### src/rtl/dl_loader_pkg.sv
// dl_loader_pkg
//   Shared types and helpers for the download/erase engine.
//   - dl_state_t : engine state (IDLE, LOAD, ERASE)
//   - table_base : picks a per-index base address out of a flattened table
package dl_loader_pkg;

  typedef enum logic [1:0] {
    IDLE  = 2'd0,
    LOAD  = 2'd1,
    ERASE = 2'd2
  } dl_state_t;

  // Upper bounds for the generic table lookup; callers zero-extend into these.
  localparam int ADDR_MAX = 64;
  localparam int TBL_MAX  = 2048;

  // Entry i of the table occupies bits [i*aw +: aw]. An index past the end
  // of the table selects the supplied default base.
  function automatic logic [ADDR_MAX-1:0] table_base(
    input logic [TBL_MAX-1:0]  tbl,
    input int                  num,
    input int                  aw,
    input int                  index,
    input logic [ADDR_MAX-1:0] dflt
  );
    logic [ADDR_MAX-1:0] base;
    base = '0;
    if (index >= num) begin
      base = dflt;
    end else begin
      for (int b = 0; b < ADDR_MAX; b++) begin
        if (b < aw) base[b] = tbl[index*aw + b];
      end
    end
    return base;
  endfunction

endpackage

### src/rtl/dl_erase_pacer.sv
// dl_erase_pacer
//   Free-running DIV_W-bit counter that paces erase writes. tick is high
//   while the count is zero, so one tick occurs every 2^DIV_W clocks.
// Ports:
//   clk     in  core clock
//   reset_n in  asynchronous active-low reset
//   clear   in  hold the count at zero (next cycle ticks)
//   tick    out high when the count is zero
module dl_erase_pacer #(
  parameter int DIV_W = 5
) (
  input  logic clk,
  input  logic reset_n,
  input  logic clear,
  output logic tick
);

  logic [DIV_W-1:0] count;

  // Counter wraps naturally at 2^DIV_W; clear restarts it at zero.
  always_ff @(posedge clk or negedge reset_n) begin
    if (!reset_n) begin
      count <= '0;
    end else if (clear) begin
      count <= '0;
    end else begin
      count <= count + DIV_W'(1);
    end
  end

  assign tick = (count == '0);

endmodule

### src/rtl/dl_loader.sv
// dl_loader
//   Core-side file download / erase engine. Turns a byte stream from the SPI
//   file-transfer decoder into single-cycle RAM write strobes at per-index
//   base addresses, optionally erases the tail of the last aligned block,
//   and performs a full-range erase on a force_erase rising edge.
// Ports:
//   clk, reset_n       core clock, asynchronous active-low reset
//   dl_index           menu index, sampled on dl_start
//   dl_start/dl_end    one-cycle pulses framing a download
//   dl_valid, dl_byte  one-cycle byte strobe and data
//   force_erase        level; rising edge requests a full erase
//   wr, addr, dout     write strobe, address, data (addr/dout hold when idle)
//   downloading        high while loading or erasing
//   erasing            high during the erase phase
//   dl_sum, dl_len     byte sum / byte count of the load (only with
//                      DL_LOADER_CHECKSUM_EN defined)
// Optional feature macro: DL_LOADER_CHECKSUM_EN
module dl_loader
  import dl_loader_pkg::*;
#(
  parameter int                    AW           = 25,
  parameter int                    IDX_W        = 5,
  parameter int                    NUM_IDX      = 4,
  parameter logic [NUM_IDX*AW-1:0] BASE_TABLE   = {25'h100000, 25'h010000, 25'h000100, 25'h080000},
  parameter logic [AW-1:0]         DEFAULT_BASE = '0,
  parameter int                    ERASE_INDEX  = 1,
  parameter logic [AW-1:0]         ERASE_MASK   = 25'h0000FF,
  parameter logic [AW-1:0]         FORCE_END    = 25'h4FFFF,
  parameter logic [7:0]            FILL         = 8'h00,
  parameter int                    DIV_W        = 5
) (
  input  logic             clk,
  input  logic             reset_n,
  input  logic [IDX_W-1:0] dl_index,
  input  logic             dl_start,
  input  logic             dl_end,
  input  logic             dl_valid,
  input  logic [7:0]       dl_byte,
  input  logic             force_erase,
  output logic             wr,
  output logic [AW-1:0]    addr,
  output logic [7:0]       dout,
  output logic             downloading,
  output logic             erasing
`ifdef DL_LOADER_CHECKSUM_EN
  ,
  output logic [15:0]      dl_sum,
  output logic [AW-1:0]    dl_len
`endif
);

  dl_state_t        state;
  logic [AW-1:0]    waddr;
  logic [AW-1:0]    erase_addr;
  logic [AW-1:0]    end_addr;
  logic [IDX_W-1:0] idx;
  logic             force_prev;
  logic             force_rise;
  logic             pacer_clear;
  logic             pacer_tick;
  logic [AW-1:0]    start_base;
  logic [AW-1:0]    end_waddr;

  assign start_base = AW'(table_base(TBL_MAX'(BASE_TABLE), NUM_IDX, AW,
                                     int'(dl_index), ADDR_MAX'(DEFAULT_BASE)));
  assign force_rise = force_erase & ~force_prev;

  // Pacer sits at zero outside ERASE, so the first erase write lands one
  // clock after ERASE is entered; a forced erase restarts it from zero.
  assign pacer_clear = force_rise | (state != ERASE);

  // A byte accepted together with dl_end is written first, so the tail
  // decision must look at the post-increment address.
  assign end_waddr = dl_valid ? waddr + AW'(1) : waddr;

  assign downloading = (state != IDLE);
  assign erasing     = (state == ERASE);

  dl_erase_pacer #(
    .DIV_W (DIV_W)
  ) u_pacer (
    .clk     (clk),
    .reset_n (reset_n),
    .clear   (pacer_clear),
    .tick    (pacer_tick)
  );

  // Main engine: force edge beats dl_start beats dl_end beats dl_valid.
  always_ff @(posedge clk or negedge reset_n) begin
    if (!reset_n) begin
      state      <= IDLE;
      waddr      <= '0;
      erase_addr <= '0;
      end_addr   <= '0;
      idx        <= '0;
      force_prev <= 1'b0;
      wr         <= 1'b0;
      addr       <= '0;
      dout       <= '0;
`ifdef DL_LOADER_CHECKSUM_EN
      dl_sum     <= '0;
      dl_len     <= '0;
`endif
    end else begin
      force_prev <= force_erase;
      wr         <= 1'b0;
      if (force_rise) begin
        erase_addr <= '0;
        end_addr   <= FORCE_END;
        state      <= ERASE;
      end else if (dl_start) begin
        waddr <= start_base;
        idx   <= dl_index;
        state <= LOAD;
`ifdef DL_LOADER_CHECKSUM_EN
        dl_sum <= '0;
        dl_len <= '0;
`endif
      end else begin
        case (state)
          LOAD: begin
            if (dl_valid) begin
              wr    <= 1'b1;
              addr  <= waddr;
              dout  <= dl_byte;
              waddr <= waddr + AW'(1);
`ifdef DL_LOADER_CHECKSUM_EN
              dl_sum <= dl_sum + 16'(dl_byte);
              dl_len <= dl_len + AW'(1);
`endif
            end
            if (dl_end) begin
              if ((int'(idx) == ERASE_INDEX) && ((end_waddr & ERASE_MASK) != '0)) begin
                erase_addr <= end_waddr;
                end_addr   <= end_waddr | ERASE_MASK;
                state      <= ERASE;
              end else begin
                state <= IDLE;
              end
            end
          end
          ERASE: begin
            if (pacer_tick) begin
              wr   <= 1'b1;
              addr <= erase_addr;
              dout <= FILL;
              if (erase_addr == end_addr) begin
                state <= IDLE;
              end else begin
                erase_addr <= erase_addr + AW'(1);
              end
            end
          end
          default: begin
          end
        endcase
      end
    end
  end

endmodule

### config.mk
export PLATFORM = sky130hd
export DESIGN_NAME = dl_loader
export DESIGN_NICKNAME = d
export VERILOG_FILES = /design/src/rtl/dl_loader_pkg.sv /design/src/rtl/dl_erase_pacer.sv /design/src/rtl/dl_loader.sv
export SDC_FILE = /design/constraint.sdc
export NUM_CORES = 1
export LEC_CHECK = 0
export ABC_AREA = 1
export CORE_AREA = 3 3 208 210
export DETAILED_ROUTE_END_ITERATION = 10
export DIE_AREA = 0 0 211 213
export PLACE_DENSITY = 0.54
export RECOVER_POWER = 50
export REMOVE_ABC_BUFFERS = 1
export SYNTH_ARGS = -nofsm -noshare
export SYNTH_HDL_FRONTEND = slang
export SYNTH_SLANG_ARGS = --single-unit
### constraint.sdc
create_clock -name clk -period 2.2 [get_ports clk]
set_input_delay 0.33 -clock clk [delete_from_list [all_inputs] [get_ports clk]]
set_output_delay 0.33 -clock clk [all_outputs]
set_load 0.01 [all_outputs]
==> impl_metrics.toml, run 1 <==
[outcome]
status = "finished, violations left"
failed_checks = "capacitance limit, slew limit, setup timing"

[worst_setup_path]
worst_ep_required_time_ps = 2530
cpPeakStageDelay_ps = 600
crit_type = "primary input to flop"
worstPathArrival_ps = 3080
path_cells = "buf_12, inv_8, ha_4, inv_4, ha_4, inv_4, fa_2, buf_6, ha_4, nand2_4, buf_6, o21ai_4, xor2_1, buf_4, nand3_1, nand2_1, nor2_1, nand2_1, nor2_2, nor2_1, nor2_1"
r2r_end = "waddr[5]"
reg2reg_depth = 10
critPathLaunchType = "primary input"
critPathMaxFanout = 4
cp_top_family = "adder cells"
cp_num_buf_inv = 7
r2r_start = "force_prev"
r2r_slack_ps = 50
crit_path_end_kind = "flop"
slowest_stage = "fa_2"

[grt]
overflow = 0
grt_pass1_wl_mm = 89.13
grt_pass1_vias = 15430
grt_util_met3 = 0.03071
use_met2 = 0.4462
top_usage_layer = "met2"
antenna_found_initial = 0
grtUsageMet1 = 0.3151
grt_max_degree = 116
grt.total_usage = 0.2583

[die]
row_count = 75
die_w_um = 211
initial_utilization = 0.2963
core_mm2 = 0.04176
die_y_um = 213
pin_count = 55
dieArea_mm2 = 0.04494

[logic_synthesis]
ys_seq_area_frac = 0.2326
ys_types = 49
yosys.area.top_type = "nand2_1"
netlist.area_leader.share = 0.2463
yosys-top-cells-area = "nand2_1 25%, dfrtp_1 23%, nand3_1 9.4%"
synth.cell_area_mm2 = 0.01237
ys_warn_count = 0
async_reset_ff_frac = 1.000
synth_flop_cell = "dfrtp_1"
synth_edf_count = 0
synth-seq-cells = 115
synthCells = 2154
syn_avg_cell_area_um2 = 5.745

[min_path]
min_to = "idx[3]"
min_path_cells = 4
min-delay-start = "dl_index[3]"
min-delay-path-class = "primary input to flop"

[sta]
setup_violations = 58
setup_ws_ps = -556.5
rsz0062_at_grt = "yes"
finalCritPeriodShare = 1.253
finClkSkew_ps = 10.46
min_period_ps = 2756
worstMarginPinSlew_ps = 1636
relSlewSlack = -0.09055
fmax_mhz = 362.8
hold_viol_final = 0
slew_violations = 116
finalSetupTns_ps = -15150

[routing]
drc = 0
antenna_left = 0
firstDrtPassIters = 5
viasPerCell = 5.040
routedWlPerCell_um = 19.04
drtIter0Drc = 1114
vias = 15750
finalWirelength_mm = 59.49

[clocking]
cts_sinks = 115
htreeDepth = 4
clk_pin_slew_ps = 60
holdBufCountCts = 0
cts_tree = "yes"
cts_made_buffers = 17
clk_latency_ps = 430
root_buffer = "clkbuf_16"
cts_max_path_buffers = 2

[power]
power_leakage_uw = 0.009167
power.density_mw_per_mm2 = 896.2
p_sw_uw = 7671
seq_power_share = 0.206
peakVddDrop_mv = 0.5926
switching_share = 0.4542
power_frac_comb = 0.620
clkPwrFrac = 0.174
p_int_uw = 9220

[final_layout]
layout_common_cells = "734 x nand2_1, 373 x buf_4, 224 x nor2_1, 199 x nand3_1, 180 x inv_1"
final_common_cell = "nand2_1"
drive_gt1_frac = 0.2921
nets = 2639
final_area_mm2 = 0.01885
nFillCells = 4311
antenna_cells = 0
area_growth_pct = 52.31

[place]
routabilityCongestion = 1.029
portBuffers = 54
place_ws_ps = -1892
dp_hpwl_mm = 46.92
placed_area_mm2 = 0.01618

[flow_run]
maxCapViolCount = 1
-- worst reg2reg max path, stage by stage (launching register included) --
cell     delay (ps)
dfrtp_1         310
or2_0           540
buf_4           240
nand2_4          50
inv_1           110
nor2_4           40
inv_1           290
buf_4           240
o21ai_0          90
inv_1            70
a21oi_2          50
-- power by group through the flow --
stage / sequential (µW) / combinational (µW) / clock, µW
after detailed placement: 3510 / 8670 / 0
after CTS: 3480 / 9650 / 3010
after floorplan: 3550 / 4130 / 0
final: 3480 / 10500 / 2930
after global routing: 3570 / 11300 / 3100
after global placement: 3490 / 8670 / 0
-- state kept, by name, summed over array words and instances (netlist names) --
signal	cells
state	2
dout	8
u_pacer.count	5
wr	1
idx	5
waddr	25
force_prev	1
erase_addr	25
addr	25
end_addr	18
-- metrics by stage --
stage | cells | total power, µW | utilization | hold slack, ps
global placement | 3042 | 12160 | 0.3875 | 470.8
CTS | 3104 | 16140 | 0.4325 | 18.48
detailed placement | 3042 | 12180 | 0.3875 | 480.4
finish | 3124 | 16890 | 0.4513 | 338.3
global route | 3124 | 18000 | 0.4513 | 360.5
floorplan | 2060 | 7679 | - | 34.41
-- worst max-delay path by stage --
| stage | to | depth (start not counted) | slack [ps] | from |
|---|---|---|---|---|
| after floorplan | waddr[21] | 18 | -1940 | dl_index[2] |
| after global placement | waddr[22] | 18 | -1840 | dl_index[0] |
| after detailed placement | waddr[22] | 18 | -1890 | dl_index[1] |
| after CTS | waddr[20] | 18 | -520 | dl_index[1] |
| after global routing | waddr[18] | 21 | -640 | dl_index[1] |
| final | waddr[18] | 21 | -560 | dl_index[1] |
-- synthesized netlist by cell type, types with 2 or more instances --
master,instances
buf_1,5
clkbuf_1,33
nand2_2,3
nor4_1,5
nor2_4,3
nor3_1,29
nor2_2,7
a22oi_1,2
clkinv_1,5
nor3_2,2
nand3_2,3
nand3b_1,4
xnor2_1,13
nand2_4,4
o21bai_1,4
buf_2,39
nand2_1,812
o21ai_1,12
dfrtp_1,115
o21ai_2,4
nor2_1,258
o21ai_0,106
buf_6,6
inv_1,197
buf_4,9
or2_2,2
o211ai_1,6
xor2_1,48
ha_1,47
a21oi_1,54
nand4_1,30
o31ai_1,4
a31oi_1,30
clkbuf_2,2
nand3_1,233
inv_2,4
nor3b_1,2
-- what timing repair did --
item                       in CTS  in global routing
setup buffers                  29                 19
setup endpoints to repair      26                 89
gates resized for setup       276                158
pin swaps                      79                 93
gates cloned                    2                  3
-- final cells by class --
cell class | instances | area (µm²) | share of cell area
Clock buffer | 21 | 470.5 | 0.02496
Timing Repair Buffer | 493 | 4278 | 0.2270
Multi-Input combinational cell | 1738 | 9568 | 0.5077
Clock inverter | 11 | 152.6 | 0.008099
Sequential cell | 115 | 2878 | 0.1527
Inverter | 207 | 825.8 | 0.04382
Tap cell | 539 | 674.4 | 0.03578
-- logic make-up after synthesis --
group / count (synthesis) / synth area share
XOR/XNOR: 62 / 0.04449
adder cells (fa/ha/maj): 48 / 0.04914
AND/OR/NAND/NOR: 1399 / 0.4694
AO/OA/AOI/OAI: 229 / 0.1024
flip-flops: 115 / 0.2326
buffers and inverters: 301 / 0.1020
-- metal layers --
layer	routed length, µm	vias to the layer above
li1	-	7728
met1	24900	7338
met2	28360	522
met3	2759	158
met4	3460	0
met5	0	-
Note: power is estimated with default switching activity, not from simulation.
==> inputs of run 2 (changes only) <==
CORE_AREA = 2 2 207 209   (was 3 3 208 210)
CTS_CLUSTER_SIZE = 25   (was not set)
DIE_AREA = 0 0 209 211   (was 0 0 211 213)
TNS_END_PERCENT = 50   (was not set)
==> run 2 against run 1 <==
  * The flow finishes with violations (setup timing)
  * Critical path depth is 1 lower
  * Highest routed layer unchanged
  * Clock power down 5%
  * Count of clock-buffer cells in the layout up 2
  * Register-to-register slack better by 80 ps
  * Die area decreased by 1.9%
  * Total power is 3.9% lower
==> impl_metrics.toml, run 2 (synthesized netlist as in run 1, its figures left out) <==
[sta]
hold_viol_final = 0
fmax_mhz = 355.7
rsz0062_at_grt = "yes"
finalCritPeriodShare = 1.278
setup_violations = 35
relSlewSlack = 0.1530
min_period_ps = 2811
slew_violations = 0
setup_ws_ps = -611.0
worstMarginPinSlew_ps = 1271
finClkSkew_ps = 8.927

[routing]
firstDrtPassIters = 5
finalWirelength_mm = 57.84
routedWlPerCell_um = 18.66
viasPerCell = 5.020
vias = 15560
drtIter0Drc = 1116
antenna_left = 0
drc = 0

[grt]
grt.total_usage = 0.2549
overflow = 0
grt_max_degree = 68
grt_pass1_vias = 14920
grt_pass1_wl_mm = 85.89
antenna_found_initial = 0

[min_path]
min-delay-path-class = "primary input to flop"
min_to = "idx[0]"
min-delay-start = "dl_index[0]"
min_path_cells = 4

[final_layout]
fin_util = 0.4377
nets = 2618
antenna_cells = 0
layout_common_cells = "752 x nand2_1, 356 x buf_4, 234 x nor2_1, 204 x nand3_1, 182 x inv_1"
area_growth_pct = 47.72
drive_gt1_frac = 0.2672
stdcell_count = 3099
final_common_cell = "nand2_1"
top_regs = "addr: 25 flops, erase_addr: 25 flops, waddr: 25 flops"

[power]
power_leakage_uw = 0.008973
peakVddDrop_mv = 0.5720
power.density_mw_per_mm2 = 888.4

[flow_run]
maxCapViolCount = 0

[clocking]
cts_made_buffers = 17
cts_max_path_buffers = 2
clk_latency_ps = 430
clk_pin_slew_ps = 60
root_buffer = "clkbuf_16"
htreeDepth = 4
cts_tree = "yes"
cts_sinks = 115

[die]
initial_utilization = 0.2963
dieArea_mm2 = 0.04410
core_mm2 = 0.04176
die_w_um = 209
die_y_um = 211
pin_count = 55
row_count = 75

[place]
dp_cells = 3030
portBuffers = 54
dp_hpwl_mm = 46.10
routabilityCongestion = 1.046
place_ws_ps = -1779

[outcome]
failed_checks = "setup timing"
status = "finished, violations left"

[worst_setup_path]
r2r_end = "addr[0]"
critPathLaunchType = "primary input"
worst_ep_required_time_ps = 2560
r2r_slack_ps = 130
r2r_start = "u_pacer.count[0]"
critPathMaxFanout = 8
crit_type = "primary input to flop"
crit_path_end_kind = "flop"
worstPathArrival_ps = 3170
reg2reg_depth = 12
-- run 2: cell count changes in the layout (fill, tap and decap cells not counted), moves of 5 or more --
| cell | previous run | this run |
|---|---|---|
| buf_4 | 373 | 356 |
| nor2_4 | 19 | 13 |
| nand2_1 | 734 | 752 |
| nand2_4 | 24 | 16 |
| o21ai_2 | 19 | 13 |
| nand2_2 | 60 | 51 |
| nand3_1 | 199 | 204 |
| o21ai_1 | 16 | 22 |
| nor2_1 | 224 | 234 |
-- run 2: per-layer routing --
layer / GRT usage / share of wire / vias to the layer above
met5: 0 / 0 / -
met4: 0.1239 / 0.052 / 0
met3: 0.02349 / 0.036 / 140
met2: 0.4536 / 0.49 / 449
met1: 0.3093 / 0.42 / 7304
li1: - / - / 7664
-- run 2: worst max-delay path, stage by stage --
cell        delay (ps)
buf_8               90
inv_8               30
buf_12             110
ha_4               280
inv_4               40
ha_4               260
inv_4               30
fa_2               580
buf_8              160
clkinvlp_4         160
buf_8              180
buf_6              120
xor2_4             180
inv_2               70
nand3_2             70
nand3_2             70
nand2_1             50
nor2_1              90
nand3_1            100
a21oi_1            150
-- run 2: cell type report --
class / instances / area (µm²)
Inverter: 207 / 807.0
Clock buffer: 23 / 508.0
Clock inverter: 5 / 75.07
Fill cell: 4421 / 23480
Tap cell: 539 / 674.4
Sequential cell: 115 / 2878
Multi-Input combinational cell: 1738 / 9290
Timing Repair Buffer: 472 / 4046
-- run 2: timing repair --
item | CTS | global route
pin swaps | 49 | 89
setup endpoints to repair | 25 | 74
setup buffers | 20 | 18
gates resized for setup | 177 | 160
endpoints found under the hold margin | 115 | 0
gates cloned | 1 | 3
hold buffers | 1 | 0
-- run 2: worst max-delay path by stage --
| stage | from | endpoint | cells after the start |
|---|---|---|---|
| 2_1_floorplan | dl_index[2] | waddr[21] | 18 |
| 3_3_place_gp | dl_index[0] | waddr[11] | 17 |
| 3_5_place_dp | dl_index[0] | waddr[11] | 17 |
| 4_1_cts | dl_index[1] | waddr[11] | 19 |
| 5_1_grt | dl_index[1] | waddr[18] | 22 |
| 6_report | dl_index[1] | waddr[6] | 20 |
-- run 2: where the power goes --
group          internal, µW  switching, µW  total [µW]  leakage (µW)
Combinational          4310           5630        9940       0.00729
Sequential             2780            729        3510       0.00139
Clock                  1810            972        2780      0.000293
Total                  8910           7330       16200       0.00897
-- run 2: metrics by stage --
stage	cell area, µm²	TNS (ps)	hold slack (ps)	power (µW)
after floorplan	11890	-111890	34.41	7679
after global placement	16120	-54110	350.4	12040
after detailed placement	16120	-55550	354.4	12090
after CTS	17560	-12270	358.4	15550
after global routing	18280	-19090	412.7	17310
final	18280	-13660	408.7	16240
